File: config.mk
export PLATFORM = sky130hd
export DESIGN_NAME = rst_seq_ctrl
export DESIGN_NICKNAME = d
export VERILOG_FILES = /design/src/rtl/rst_seq_ctrl.sv
export SDC_FILE = /design/constraint.sdc
export NUM_CORES = 1
export LEC_CHECK = 0
export CAP_MARGIN = 20
export CELL_PAD_IN_SITES_DETAIL_PLACEMENT = 2
export CELL_PAD_IN_SITES_GLOBAL_PLACEMENT = 2
export CORE_UTILIZATION = 36
export DETAILED_ROUTE_END_ITERATION = 7
export PLACE_DENSITY = 0.81
export RECOVER_POWER = 25
export SETUP_SLACK_MARGIN = 0.05
export SLEW_MARGIN = 15
export SYNTH_ARGS = -nofsm -noshare
export SYNTH_HDL_FRONTEND = slang
export SYNTH_SLANG_ARGS = --single-unit
File: constraint.sdc
create_clock -name clk -period 5.8 [get_ports clk]
set_input_delay 1.45 -clock clk [delete_from_list [all_inputs] [get_ports clk]]
set_output_delay 1.45 -clock clk [all_outputs]
set_load 0.05 [all_outputs]
File: src/rtl/rst_seq_ctrl.sv
//------------------------------------------------------------------------------
// Module : rst_seq_ctrl
// Staged reset sequencer with run-cycle budget; optional progress watchdog
// enabled by defining RST_SEQ_WDT_EN.
// Rev    : 1.0
//------------------------------------------------------------------------------
`default_nettype none

module rst_seq_ctrl #(
  parameter int N_CH        = 3,
  parameter int HOLD_CYCLES = 10,
  parameter int STAGE_GAP   = 2,
  parameter int RUN_CYCLES  = 500,
  parameter int CNT_W       = 16,
  parameter int WDT_CYCLES  = 64
) (
  input  logic             clk,
  input  logic             rst,
  input  logic             soft_rst_req,
  input  logic             progress,
  output logic [N_CH-1:0]  rst_out,
  output logic             all_released,
  output logic [CNT_W-1:0] run_cnt,
  output logic             run_done,
  output logic             wdt_fault,
  output logic [1:0]       state
);

  typedef enum logic [1:0] {
    S_HOLD  = 2'd0,
    S_STAGE = 2'd1,
    S_RUN   = 2'd2,
    S_DONE  = 2'd3
  } state_e;

  localparam int               LAST_REL = HOLD_CYCLES + (N_CH - 1) * STAGE_GAP;
  localparam logic [CNT_W-1:0] RUN_LIM  = CNT_W'(RUN_CYCLES);
  localparam logic [CNT_W-1:0] CNT_MAX  = '1;

  state_e           state_q;
  logic [N_CH-1:0]  rst_out_q;
  logic             all_rel_q;
  logic             run_done_q;
  logic             wdt_fault_q;
  logic [CNT_W-1:0] seq_cnt_q;
  logic [CNT_W-1:0] run_cnt_q;
  logic [CNT_W-1:0] seq_cnt_d;
  logic [CNT_W-1:0] run_cnt_d;
  logic             wdt_trip;

  assign seq_cnt_d = seq_cnt_q + 1'b1;
  // Saturation only matters for the unlimited budget; a finite budget stops first.
  assign run_cnt_d = (run_cnt_q == CNT_MAX) ? run_cnt_q : run_cnt_q + 1'b1;

`ifdef RST_SEQ_WDT_EN
  logic [CNT_W-1:0] wdt_cnt_q;
  logic [CNT_W-1:0] wdt_cnt_d;

  assign wdt_cnt_d = progress ? '0 : wdt_cnt_q + 1'b1;
  assign wdt_trip  = (state_q == S_RUN) && (wdt_cnt_d == CNT_W'(WDT_CYCLES));

  always_ff @(posedge clk) begin
    if (rst || soft_rst_req || wdt_trip || (state_q != S_RUN)) begin
      wdt_cnt_q <= '0;
    end else begin
      wdt_cnt_q <= wdt_cnt_d;
    end
  end
`else
  logic unused_wdt;
  assign unused_wdt = progress ^ (WDT_CYCLES != 0);
  assign wdt_trip   = 1'b0;
`endif

  always_ff @(posedge clk) begin
    if (rst || soft_rst_req || wdt_trip) begin
      state_q    <= S_HOLD;
      rst_out_q  <= '1;
      all_rel_q  <= 1'b0;
      seq_cnt_q  <= '0;
      run_cnt_q  <= '0;
      run_done_q <= 1'b0;
      // The fault flag survives soft restarts so the cause stays visible.
      if (rst) begin
        wdt_fault_q <= 1'b0;
      end else if (wdt_trip) begin
        wdt_fault_q <= 1'b1;
      end
    end else begin
      case (state_q)
        S_HOLD, S_STAGE: begin
          seq_cnt_q <= seq_cnt_d;
          for (int i = 0; i < N_CH; i++) begin
            if (int'(seq_cnt_d) >= HOLD_CYCLES + i * STAGE_GAP) begin
              rst_out_q[i] <= 1'b0;
            end
          end
          if (int'(seq_cnt_d) >= LAST_REL) begin
            state_q   <= S_RUN;
            all_rel_q <= 1'b1;
          end else if (int'(seq_cnt_d) >= HOLD_CYCLES) begin
            state_q <= S_STAGE;
          end
        end
        S_RUN: begin
          run_cnt_q <= run_cnt_d;
          if ((RUN_CYCLES != 0) && (run_cnt_d == RUN_LIM)) begin
            run_done_q <= 1'b1;
            state_q    <= S_DONE;
          end
        end
        S_DONE: begin
        end
        default: begin
          state_q <= S_HOLD;
        end
      endcase
    end
  end

  assign rst_out      = rst_out_q;
  assign all_released = all_rel_q;
  assign run_cnt      = run_cnt_q;
  assign run_done     = run_done_q;
  assign wdt_fault    = wdt_fault_q;
  assign state        = state_q;

endmodule

`default_nettype wire
# [Yosys cells after proc, flatten, opt, wreduce, memory -nomap -nowiden]
# Index checks and enable logic that the tools add are counted.
[classes] muxes=5 reduce_logical=9 div_mod_pow=0 mul=0 n_lt_le_gt_ge=3 add_sub_neg=2 shift=0 n_eq_ne=6 n_bitwise=0
[ops] op="$ge 16x4->1 const B" count=3
[ops] op="$add 16x1->16 const B" count=2
[ops] op="$eq 16x16->1 const B" count=1
[ops] op="$eq 16x9->1 const B" count=1
[ops] op="$mux 16" count=1
[ops] op="$reduce_and 2->1" count=4
[ops] op="$mux 2" count=3
[ops] op="$pmux 2 s2" count=1
[ops] op="$ne 3x3->1 const B" count=1
[ops] op="$reduce_and 3->1" count=1
[ops] op="$eq 2x1->1 const B" count=1
[ops] op="$eq 2x2->1 const B" count=1
[ops] op="$logic_not 2->1" count=1
[ops] op="$ne 2x2->1 const B" count=1
[ops] op="$reduce_bool 2->1" count=1
[ops] op="$reduce_or 2->1" count=1
[ops] op="$logic_or 1x1->1" count=1
[word_totals] wordCells=33 ram_bits=0 ff_bits=39 latchBits=0 romBits=0 out_inout_bits=24 inputBits=4 memories=0

# [Longest topological paths before layout]
# Gate-level depths: netlist of the first run.
[depth] depth_word=5 depth_mapped=8 ltp_nobuf=7

# [Least setup slack after synthesis of the first run]
# OpenSTA, ideal clock, no wires.
[synth_path] path_kind="register -> register" startpoint="reg run_cnt_q[0], in the netlist run_cnt[0]" endpoint="reg state_q[0], in the netlist state[0]" n_path_buf=1 required_time_ns=5.697 setup_time_ns=0.103 setup_slack_ns=2.966 stages_incl_launch_ff=9 t_arrival_ns=2.730 period_less_slack_ns=2.834 path_cell_list="dfxtp_1 > ha_1 > buf_6 > nand4_4 > nor4_4 > nor3_2 > o32a_1 > a2111o_1 > a2111oi_2"
[synth_between] elab_chain_len=5 elab_cells_between_ends=6 cone_classes="add/sub (1); eq/ne (3); mux (1); reduce/logical (1)"
[synth_lines] element="start, declared" line_no="46" rtl="logic [CNT_W-1:0] run_cnt_q;"
[synth_lines] element="start signal, assigned" line_no="106" rtl="run_cnt_q <= run_cnt_d;"
[synth_lines] element="$add 16x1->16 or $eq 16x16->1 (tied branches)" line_no="53" rtl="assign run_cnt_d = (run_cnt_q == CNT_MAX) ? run_cnt_q : run_cnt_q + 1'b1;"
[synth_lines] element="$mux 16 (*)" line_no="53"
[synth_lines] element="$eq 16x9->1 (*)" line_no="107" rtl="if ((RUN_CYCLES != 0) && (run_cnt_d == RUN_LIM)) begin"
[synth_lines] element="$ne 2x2->1 (no line) (*)"
[synth_lines] element="$reduce_and 3->1 (no line) (*)"
[synth_lines] element="end signal, assigned" line_no="102" rtl="state_q <= S_STAGE;"
[synth_lines] element="end signal, assigned" line_no="109" rtl="state_q <= S_DONE;"
[synth_lines] element="end signal, assigned" line_no="115" rtl="state_q <= S_HOLD;"
[synth_lines] element="end, declared" line_no="40" rtl="state_e state_q;"
# Every way passes the cells marked *; elsewhere a longest branch is shown, timed or not.
# A chain may end at the register's enable or synchronous reset.

# [Worst setup path in the final report of the first run]
[layout_path] startpoint="in rst" endpoint="reg run_cnt_q[15], in the netlist run_cnt[15]"
[layout_between] elab_chain_len=1
[layout_lines] element="start, declared" line_no="18" rtl="input logic rst,"
[layout_lines] element="$logic_or 1x1->1" line_no="76" rtl="if (rst || soft_rst_req || wdt_trip) begin"
# No other way between the ends.

==> impl_results.html, run 1 <==
<table>
<tr><th>Metric</th><th>Value</th></tr>
<tr><th colspan="2">Outcome</th></tr>
<tr><td>Status</td><td>finished, violations left</td></tr>
<tr><td>Violations in the final reports</td><td>capacitance limit, slew limit</td></tr>
<tr><th colspan="2">Global routing</th></tr>
<tr><td>Antenna violations before repair</td><td>0</td></tr>
<tr><td>Global-route usage over all layers</td><td>0.1984</td></tr>
<tr><td>Total congestion overflow</td><td>0</td></tr>
<tr><td>Via count of the first global-routing pass</td><td>between 2000 and 2500</td></tr>
<tr><td>Largest net degree at the start of global routing</td><td>38</td></tr>
<tr><td>First-pass GRT wire length</td><td>approximately 11000 um</td></tr>
<tr><th colspan="2">Placed design</th></tr>
<tr><td>Total of buffers placed on input and output ports</td><td>25</td></tr>
<tr><td>Placer's final routability congestion estimate</td><td>0.7735</td></tr>
<tr><td>Placed cells</td><td>around 370</td></tr>
<tr><td>Cell area after placement</td><td>between 0.002 and 0.003 sq mm</td></tr>
<tr><td>Placement Setup Slack</td><td>between 2 and 3 ns</td></tr>
<tr><td>Half-perimeter wire length of the detailed placement result</td><td>4506 um</td></tr>
<tr><th colspan="2">Layout</th></tr>
<tr><td>Cell Count, Final, Fillers Out</td><td>about 380</td></tr>
<tr><td>Synthesis-to-layout area growth</td><td>13.44%</td></tr>
<tr><td>Share of post-route cells with drive strength above 1</td><td>0.07566</td></tr>
<tr><td>Post-layout nets</td><td>between 300 and 400</td></tr>
<tr><td>Final instance area</td><td>between 0.002 and 0.003 sq mm</td></tr>
<tr><td>Count of antenna diodes in the layout</td><td>0</td></tr>
<tr><td>Layout Utilization</td><td>0.4250</td></tr>
<tr><th colspan="2">STA</th></tr>
<tr><td>Count of final setup violators</td><td>0</td></tr>
<tr><td>Final sum of negative setup slack</td><td>0 ns</td></tr>
<tr><td>Worst-margin pin slew</td><td>about 2.2 ns</td></tr>
<tr><td>Slew headroom</td><td>-0.4350</td></tr>
<tr><td>Worst clock skew</td><td>roughly 0.0083 ns</td></tr>
<tr><td>Final Worst Setup Slack</td><td>between 2 and 2.5 ns</td></tr>
<tr><td>Final cycle utilization of the critical path</td><td>0.6301</td></tr>
<tr><td>Total count of hold-check failures in the final report</td><td>0</td></tr>
<tr><td>Final-report max-slew violation count</td><td>38</td></tr>
<tr><td>RSZ-0062 raised after global routing</td><td>no</td></tr>
<tr><td>Maximum frequency from static timing analysis</td><td>around 270 MHz</td></tr>
<tr><td>Post-layout minimum cycle time</td><td>around 3.7 ns</td></tr>
<tr><th colspan="2">Power</th></tr>
<tr><td>Combinational share of power</td><td>0.021</td></tr>
<tr><td>Internal power</td><td>around 400 uW</td></tr>
<tr><td>Part of the total power dissipated in sequential elements</td><td>0.522</td></tr>
<tr><td>Switching share of power</td><td>0.2275</td></tr>
<tr><td>Portion of total power attributed to the clock network</td><td>0.458</td></tr>
<tr><td>Worst IR Drop VDD</td><td>0.1274 mV</td></tr>
<tr><td>Areal power density over the cells</td><td>between 150 and 200 mW/mm^2</td></tr>
<tr><td>Switch Pwr</td><td>~120 uW</td></tr>
<tr><td>Static power due to leakage</td><td>slightly below 0.0009 uW</td></tr>
<tr><th colspan="2">Floorplan</th></tr>
<tr><td>Core Region</td><td>around 0.0064 sq mm</td></tr>
<tr><td>Die boundary height</td><td>approximately 84 um</td></tr>
<tr><td>Horizontal die dimension</td><td>around 84 um</td></tr>
<tr><td>Number of top-level pins</td><td>28</td></tr>
<tr><td>Standard-cell row count</td><td>29</td></tr>
<tr><td>Full die area</td><td>roughly 0.007 sq mm</td></tr>
<tr><td>Initial Utilization</td><td>0.3746</td></tr>
<tr><th colspan="2">Synthesis</th></tr>
<tr><td>Yosys top cell by area</td><td>dfxtp_1</td></tr>
<tr><td>Post-synthesis async set-or-reset flop share</td><td>0</td></tr>
<tr><td>Post-synthesis area per instance</td><td>8.249 sq um</td></tr>
<tr><td>Register bit count reported by yosys</td><td>39</td></tr>
<tr><td>Portion of synthesized cell area occupied by the leading cell type</td><td>0.3264</td></tr>
<tr><td>Mapped Cells</td><td>slightly below 300</td></tr>
<tr><td>Cell area after synthesis</td><td>between 0.002 and 0.0025 sq mm</td></tr>
<tr><td>Seq/Total Area, Yosys</td><td>0.3264</td></tr>
<tr><td>Number of warning messages in the yosys log</td><td>0</td></tr>
<tr><td>Count of unique library cells instantiated by Yosys</td><td>53</td></tr>
<tr><td>Most used DFF post-synth</td><td>dfxtp_1</td></tr>
<tr><td>Post-synthesis net count</td><td>297</td></tr>
<tr><td>Post-synth EDFFs</td><td>0</td></tr>
<tr><td>Main area contributors after synthesis</td><td>dfxtp_1, nor2_1, xnor2_1</td></tr>
<tr><th colspan="2">Detailed routing</th></tr>
<tr><td>Post-route ant nets</td><td>0</td></tr>
<tr><td>Via total after detailed routing</td><td>approximately 2100</td></tr>
<tr><td>Detailed-route DRC error count</td><td>0</td></tr>
<tr><td>Final WL</td><td>roughly 6500 um</td></tr>
<tr><td>Drt via density</td><td>around 5.6</td></tr>
<tr><td>Number of optimization iterations in the first detailed-route pass</td><td>4</td></tr>
<tr><td>Detailed router's first-iteration violation count</td><td>57</td></tr>
<tr><td>Wirelength per Cell</td><td>approximately 17 um</td></tr>
<tr><th colspan="2">Clocking</th></tr>
<tr><td>Post-cts sizing count</td><td>0</td></tr>
<tr><td>Clock transition at the register clock pins on the worst setup and hold paths after CTS</td><td>roughly 0.090 ns</td></tr>
<tr><td>Number of levels in the clock H-tree</td><td>2</td></tr>
<tr><td>Number of buffers inserted by hold repair at cts</td><td>0</td></tr>
<tr><td>Number of clock sinks seen by CTS</td><td>39</td></tr>
<tr><td>Insertion delay to the later sink of the worst-skew pair</td><td>0.30 ns</td></tr>
<tr><td>Max Buffers Root-to-Sink</td><td>2</td></tr>
<tr><td>Number of post-CTS setup repair buffers</td><td>0</td></tr>
<tr><td>Clock tree from TritonCTS</td><td>built</td></tr>
<tr><td>Buffer type at the clock tree root</td><td>clkbuf_8</td></tr>
<tr><td>Inserted Clock Buffers</td><td>5</td></tr>
<tr><th colspan="2">Worst setup path</th></tr>
<tr><td>Kind of launch point of the worst setup path</td><td>input port</td></tr>
<tr><td>CP peak stage delay</td><td>approximately 1.6 ns</td></tr>
<tr><td>CP max FO</td><td>37</td></tr>
<tr><td>Data arrival, critical path</td><td>3.86 ns</td></tr>
<tr><td>Critical path endpoint category</td><td>flop</td></tr>
<tr><td>Setup CP Type</td><td>input port to flop</td></tr>
<tr><td>Master of the slowest instance on the critical path</td><td>or2_0</td></tr>
<tr><td>Cell chain of the critical path</td><td>dlygate4sd3_1 &gt; or2_0 &gt; a31oi_1 &gt; o21a_1</td></tr>
<tr><td>Crit path required time</td><td>roughly 6.0 ns</td></tr>
<tr><th colspan="2">Flow run</th></tr>
<tr><td>Count of maximum capacitance violations</td><td>1</td></tr>
<tr><th colspan="2">Hold path</th></tr>
<tr><td>Hold crit path type</td><td>flop to flop</td></tr>
</table>
-- cell usage after synthesis (2+ instances only) --
master	instances
nor2_1	46
dfxtp_1	39
nand2_1	19
xnor2_1	16
xor2_1	16
nand3_1	15
nor3_1	10
o21ai_0	10
a21oi_1	9
inv_1	9
nand4_1	9
nor4_1	9
clkbuf_1	6
a31oi_1	5
mux2i_1	5
nand2b_1	5
and3_1	4
buf_6	4
nor3b_1	4
buf_4	3
clkbuf_2	3
ha_1	3
or3_1	3
a2111oi_2	2
a311o_1	2
clkbuf_8	2
nand4_4	2
o21a_1	2
o31ai_1	2
or2_2	2
or3_2	2
-- worst max-delay path: cells and delay by family --
family                 cells  cell delay, ns
AND/OR/NAND/NOR            1            1.57
AO/OA/AOI/OAI              2            0.27
buffers and inverters      1            0.56
-- per-stage QoR --
| stage | hold slack [ns] | power, uW |
|---|---|---|
| 4_1_cts | 0.4719 | 527.6 |
| 2_1_floorplan | 0.4813 | 284.5 |
| 3_3_place_gp | 0.4396 | 286.6 |
| 3_5_place_dp | 0.4592 | 287.1 |
| 6_report | 0.4686 | 516.9 |
| 5_1_grt | 0.4879 | 537.0 |
-- sequential cells by signal (all words and copies together) (netlist names) --
| signal | flops |
|---|---|
| run_done | 1 |
| rst_out | 3 |
| state | 2 |
| seq_cnt_q | 16 |
| run_cnt | 16 |
| all_released | 1 |
-- cells in the final DEF (no fill, tap or decap), types with 3 or more instances in the layout --
cell,n
a21oi_1,9
a31oi_1,5
and3_1,4
clkbuf_8,5
clkdlybuf4s50_1,24
dfxtp_1,39
ha_1,3
inv_1,9
mux2i_1,5
nand2_1,19
nand2b_1,5
nand3_1,15
nand4_1,9
nor2_1,46
nor3_1,10
nor3b_1,4
nor4_1,9
o21ai_0,10
or3_1,3
xnor2_1,16
xor2_1,16
-- layer usage --
metal / GRT usage / vias up / share of wire
met5: 0 / - / 0
met1: 0.2463 / 1034 / 0.46
met4: 0.07550 / 0 / 0.021
met2: 0.3443 / 21 / 0.50
met3: 0.03264 / 11 / 0.019
li1: - / 1050 / -
-- final cells by class --
type / instances / area [sq um]
tap: 77 / 96.34
fill: 744 / 3672
sequential: 39 / 780.7
clock buffer: 5 / 68.82
timing repair buffer: 25 / 250.2
multi-input combinational: 223 / 1440
clock inverter: 3 / 43.79
inverter: 9 / 33.78
-- power by group through the flow --
stage	registers [uW]	logic (uW)	clock network, uW
2_1_floorplan	275	9.09	0
3_3_place_gp	276	10.7	0
3_5_place_dp	276	11.1	0
4_1_cts	270	11.2	247
5_1_grt	270	12.3	255
6_report	270	10.7	237
-- final timing paths --
path                                         startpoint                       end  slack, ns  cells after the start
worst min-delay path              run_done$_SDFFE_PP0P_     run_done$_SDFFE_PP0P_       0.47                      2
worst max register to register  run_cnt[0]$_SDFFE_PP0P_     state[0]$_SDFFE_PP0P_       2.81                      7
worst min register to register    run_done$_SDFFE_PP0P_     run_done$_SDFFE_PP0P_       0.47                      2
worst max-delay path                                rst  run_cnt[15]$_SDFFE_PP0P_       2.15                      4
-- kinds of logic (layout without fill, tap and decap cells) --
group,count (synthesis),in the layout,share of synthesized area
buffers and inverters,28,42,0.07165
adders and majority gates,3,3,0.01569
muxes,5,5,0.02092
DFF,39,39,0.3264
AOI/OAI and AO/OA,42,42,0.1287
xor gates and xnor gates,32,32,0.1172
and+or+nand+nor,140,140,0.3180
other,1,1,0.001568
(Power assumes the default switching activity.)
==> run 2: changes to the inputs <==
--- a/config.mk
+++ b/config.mk
@@ -8,9 +8,9 @@
 export CAP_MARGIN = 20
 export CELL_PAD_IN_SITES_DETAIL_PLACEMENT = 2
 export CELL_PAD_IN_SITES_GLOBAL_PLACEMENT = 2
-export CORE_UTILIZATION = 36
+export CORE_UTILIZATION = 33
 export DETAILED_ROUTE_END_ITERATION = 7
-export PLACE_DENSITY = 0.81
+export PLACE_DENSITY = 0.75
 export RECOVER_POWER = 25
 export SETUP_SLACK_MARGIN = 0.05
 export SLEW_MARGIN = 15
==> constraint.sdc (replaced) <==
create_clock -name clk -period 3.77 [get_ports clk]
set_input_delay 0.9425 -clock clk [delete_from_list [all_inputs] [get_ports clk]]
set_output_delay 0.9425 -clock clk [all_outputs]
set_load 0.05 [all_outputs]
==> impl_results.html, run 2 (synthesized netlist as in run 1, its figures left out) <==
<table>
<tr><th>Metric</th><th>Value</th></tr>
<tr><th colspan="2">STA</th></tr>
<tr><td>Slew headroom</td><td>0.07777 (was -0.4350)</td></tr>
<tr><td>Final Worst Setup Slack</td><td>0.8176 ns (was 2.145 ns)</td></tr>
<tr><td>Final-report max-slew violation count</td><td>0 (was 38)</td></tr>
<tr><td>Post-layout minimum cycle time</td><td>2.952 ns</td></tr>
<tr><td>Maximum frequency from static timing analysis</td><td>338.7 MHz</td></tr>
<tr><td>Total count of hold-check failures in the final report</td><td>0 (unchanged)</td></tr>
<tr><td>Worst clock skew</td><td>0.01265 ns (was 0.008324 ns)</td></tr>
<tr><td>Final sum of negative setup slack</td><td>0 ns (unchanged)</td></tr>
<tr><td>RSZ-0062 raised after global routing</td><td>no (unchanged)</td></tr>
<tr><td>Count of final setup violators</td><td>0 (unchanged)</td></tr>
<tr><td>Worst-margin pin slew</td><td>1.383 ns (was 2.153 ns)</td></tr>
<tr><td>Final cycle utilization of the critical path</td><td>0.7831</td></tr>
<tr><th colspan="2">Worst setup path</th></tr>
<tr><td>Critical path endpoint category</td><td>flop (unchanged)</td></tr>
<tr><td>Setup CP Type</td><td>flop to flop (was input port to flop)</td></tr>
<tr><td>Endpoint of the lowest-slack register-to-register path</td><td>state[0]$_SDFFE_PP0P_ (unchanged)</td></tr>
<tr><td>Worst path bufs/invs</td><td>0 (was 1)</td></tr>
<tr><td>CP peak stage delay</td><td>0.48 ns (was 1.57 ns)</td></tr>
<tr><td>Data arrival, critical path</td><td>3.14 ns (was 3.86 ns)</td></tr>
<tr><td>Path length in cells of the critical path</td><td>7 (was 4)</td></tr>
<tr><td>Worst R2R Path Depth</td><td>7 (unchanged)</td></tr>
<tr><td>Kind of launch point of the worst setup path</td><td>flop (was input port)</td></tr>
<tr><td>Cell chain of the critical path</td><td>ha_1 &gt; nand4_4 &gt; nor4_4 &gt; nor3_2 &gt; o32a_1 &gt; a2111o_1 &gt; a2111oi_2 (was dlygate4sd3_1 &gt; or2_0 &gt; a31oi_1 &gt; o21a_1)</td></tr>
<tr><td>Cell family with the largest share of critical-path delay</td><td>compound AO/OA/AOI/OAI gates (was simple AND/OR/NAND/NOR gates)</td></tr>
<tr><td>Reg2reg start</td><td>run_cnt[0]$_SDFFE_PP0P_ (unchanged)</td></tr>
<tr><td>Reg2Reg Setup Slack</td><td>0.82 ns (was 2.81 ns)</td></tr>
<tr><td>CP max FO</td><td>9 (was 37)</td></tr>
<tr><td>Master of the slowest instance on the critical path</td><td>nor4_4 (was or2_0)</td></tr>
<tr><td>Crit path required time</td><td>3.96 ns (was 6.01 ns)</td></tr>
<tr><th colspan="2">Detailed routing</th></tr>
<tr><td>Detailed-route DRC error count</td><td>0 (unchanged)</td></tr>
<tr><td>Detailed router's first-iteration violation count</td><td>65 (was 57)</td></tr>
<tr><td>Drt via density</td><td>5.318 (was 5.554)</td></tr>
<tr><td>Wirelength per Cell</td><td>16.35 um (was 17.00 um)</td></tr>
<tr><td>Via total after detailed routing</td><td>2127 (was 2116)</td></tr>
<tr><td>Post-route ant nets</td><td>0 (unchanged)</td></tr>
<tr><td>Number of optimization iterations in the first detailed-route pass</td><td>4 (unchanged)</td></tr>
<tr><td>Final WL</td><td>6538 um (was 6477 um)</td></tr>
<tr><th colspan="2">Floorplan</th></tr>
<tr><td>Number of top-level pins</td><td>28 (unchanged)</td></tr>
<tr><td>Standard-cell row count</td><td>30 (was 29)</td></tr>
<tr><td>Core Region</td><td>0.006907 sq mm (was 0.006386 sq mm)</td></tr>
<tr><td>Initial Utilization</td><td>0.3464 (was 0.3746)</td></tr>
<tr><td>Horizontal die dimension</td><td>87.15 um (was 83.52 um)</td></tr>
<tr><td>Full die area</td><td>0.007594 sq mm (was 0.006976 sq mm)</td></tr>
<tr><td>Die boundary height</td><td>87.15 um (was 83.52 um)</td></tr>
<tr><th colspan="2">Outcome</th></tr>
<tr><td>Status</td><td>finished clean (was finished, violations left)</td></tr>
<tr><th colspan="2">Layout</th></tr>
<tr><td>Layout Utilization</td><td>0.3924 (was 0.4250)</td></tr>
<tr><td>Total area of sequential cells</td><td>780.7 sq um (unchanged)</td></tr>
<tr><td>Combined area of the multi-input logic cells</td><td>0.001440 sq mm (unchanged)</td></tr>
<tr><td>Synthesis-to-layout area growth</td><td>13.28% (was 13.44%)</td></tr>
<tr><td>Most common cell after layout, fill and taps aside</td><td>nor2_1 (unchanged)</td></tr>
<tr><td>Share of post-route cells with drive strength above 1</td><td>0.07237 (was 0.07566)</td></tr>
<tr><td>Count of antenna diodes in the layout</td><td>0 (unchanged)</td></tr>
<tr><td>Post-layout nets</td><td>310 (unchanged)</td></tr>
<tr><td>Number of fill cells</td><td>847 (was 744)</td></tr>
<tr><td>Top library cells by usage in the layout, fill and taps aside</td><td>nor2_1, dfxtp_1, clkdlybuf4s50_1 (unchanged)</td></tr>
<tr><th colspan="2">Clocking</th></tr>
<tr><td>Number of levels in the clock H-tree</td><td>2 (unchanged)</td></tr>
<tr><td>Number of post-CTS setup repair buffers</td><td>0 (unchanged)</td></tr>
<tr><td>Max Buffers Root-to-Sink</td><td>2 (unchanged)</td></tr>
<tr><td>Buffer type at the clock tree root</td><td>clkbuf_8 (unchanged)</td></tr>
<tr><td>Number of clock sinks seen by CTS</td><td>39 (unchanged)</td></tr>
<tr><td>Clock transition at the register clock pins on the worst setup and hold paths after CTS</td><td>0.09 ns (about the same)</td></tr>
<tr><td>Inserted Clock Buffers</td><td>5 (unchanged)</td></tr>
<tr><td>Post-cts sizing count</td><td>0 (unchanged)</td></tr>
<tr><td>Number of buffers inserted by hold repair at cts</td><td>0 (unchanged)</td></tr>
<tr><td>Insertion delay to the later sink of the worst-skew pair</td><td>0.30 ns (about the same)</td></tr>
<tr><td>Clock tree from TritonCTS</td><td>built (unchanged)</td></tr>
<tr><th colspan="2">Placed design</th></tr>
<tr><td>Placer's final routability congestion estimate</td><td>0.7466 (was 0.7735)</td></tr>
<tr><td>Placement Setup Slack</td><td>0.8247 ns (was 2.759 ns)</td></tr>
<tr><td>Half-perimeter wire length of the detailed placement result</td><td>4668 um (was 4506 um)</td></tr>
<tr><td>Total of buffers placed on input and output ports</td><td>25 (unchanged)</td></tr>
<tr><th colspan="2">Global routing</th></tr>
<tr><td>Total congestion overflow</td><td>0 (unchanged)</td></tr>
<tr><td>Via count of the first global-routing pass</td><td>2154 (was 2227)</td></tr>
<tr><td>Antenna violations before repair</td><td>0 (unchanged)</td></tr>
<tr><td>Global-route usage over all layers</td><td>0.1850 (was 0.1984)</td></tr>
<tr><td>First-pass GRT wire length</td><td>10850 um (was 11070 um)</td></tr>
<tr><td>Largest net degree at the start of global routing</td><td>38 (unchanged)</td></tr>
<tr><th colspan="2">Power</th></tr>
<tr><td>Combinational share of power</td><td>0.023 (was 0.021)</td></tr>
<tr><td>Part of the total power dissipated in sequential elements</td><td>0.576 (was 0.522)</td></tr>
<tr><td>Switching share of power</td><td>0.2414 (was 0.2275)</td></tr>
<tr><td>Switch Pwr</td><td>173.9 uW (was 117.6 uW)</td></tr>
<tr><td>Worst IR Drop VDD</td><td>0.1212 mV (was 0.1274 mV)</td></tr>
<tr><td>Areal power density over the cells</td><td>265.9 mW/mm^2 (was 190.5 mW/mm^2)</td></tr>
<tr><td>Static power due to leakage</td><td>0.0008642 uW (was 0.0008806 uW)</td></tr>
<tr><td>Internal power</td><td>546.6 uW (was 399.3 uW)</td></tr>
<tr><td>Portion of total power attributed to the clock network</td><td>0.401 (was 0.458)</td></tr>
<tr><th colspan="2">Hold path</th></tr>
<tr><td>Beginning of the worst hold path</td><td>run_done$_SDFFE_PP0P_ (unchanged)</td></tr>
<tr><td>Hold crit path type</td><td>flop to flop (unchanged)</td></tr>
<tr><td>Terminating pin of the worst hold path</td><td>run_done$_SDFFE_PP0P_ (unchanged)</td></tr>
<tr><td>WHS Path Cells</td><td>2 (unchanged)</td></tr>
<tr><th colspan="2">Flow run</th></tr>
<tr><td>Count of maximum capacitance violations</td><td>0 (was 1)</td></tr>
</table>
-- run 2: cell count changes in the layout (fill, tap and decap cells not counted), sizes merged --
cell / before / now
bufinv: 1 / 0
clkbuf: 5 / 6
clkinv: 2 / 1
clkinvlp: 0 / 1
-- run 2: power groups by stage --
stage               registers (uW)  clock network (uW)  logic (uW)
floorplan                      424                   0        14.0
global placement               425                   0        16.6
detailed placement             425                   0        17.2
CTS                            415                 303        17.2
global route                   415                 316        18.3
finish                         415                 289        16.3
-- run 2: worst reg2reg max path: stages (launching register included) --
cell and delay (ns):
dfxtp_1 0.47, ha_1 0.45, nand4_4 0.24, nor4_4 0.48, nor3_2 0.09, o32a_1 0.30
a2111o_1 0.46, a2111oi_2 0.36
-- run 2: how the worst max path moves through the flow --
stage,from,slack [ns],end
global route,run_cnt[0]$_SDFFE_PP0P_,0.63,state[0]$_SDFFE_PP0P_
global placement,run_cnt[0]$_SDFFE_PP0P_,0.86,state[0]$_SDFFE_PP0P_
detailed placement,run_cnt[0]$_SDFFE_PP0P_,0.82,state[0]$_SDFFE_PP0P_
CTS,run_cnt[0]$_SDFFE_PP0P_,0.81,state[0]$_SDFFE_PP0P_
finish,run_cnt[0]$_SDFFE_PP0P_,0.82,state[0]$_SDFFE_PP0P_
floorplan,run_cnt[0]$_SDFFE_PP0P_,0.94,state[0]$_SDFFE_PP0P_
-- run 2: stage by stage --
stage | power [uW] | cell area, sq um | hold WS [ns] | instances
after CTS | 735.0 | 2710 | 0.4677 | 400
final | 720.6 | 2710 | 0.4629 | 400
after detailed placement | 441.8 | 2625 | 0.4515 | 392
after global routing | 749.2 | 2710 | 0.4887 | 400
after global placement | 441.1 | 2625 | 0.4339 | 392
after floorplan | 437.8 | 2392 | 0.4813 | 290
-- run 2: layout make-up --
class                           count  area share
Timing Repair Buffer               25     0.09234
Multi-Input combinational cell    223      0.5314
Clock inverter                      2    0.004617
Sequential cell                    39      0.2881
Tap cell                           96     0.04432
Inverter                            9     0.01247
Clock buffer                        6     0.02678
-- run 2: layer usage --
layer,vias up,part of all wire,track usage
met5,-,0,0
met2,22,0.46,0.2935
met1,1055,0.51,0.2552
met4,0,0.0096,0.05812
met3,5,0.019,0.03223
li1,1045,-,-
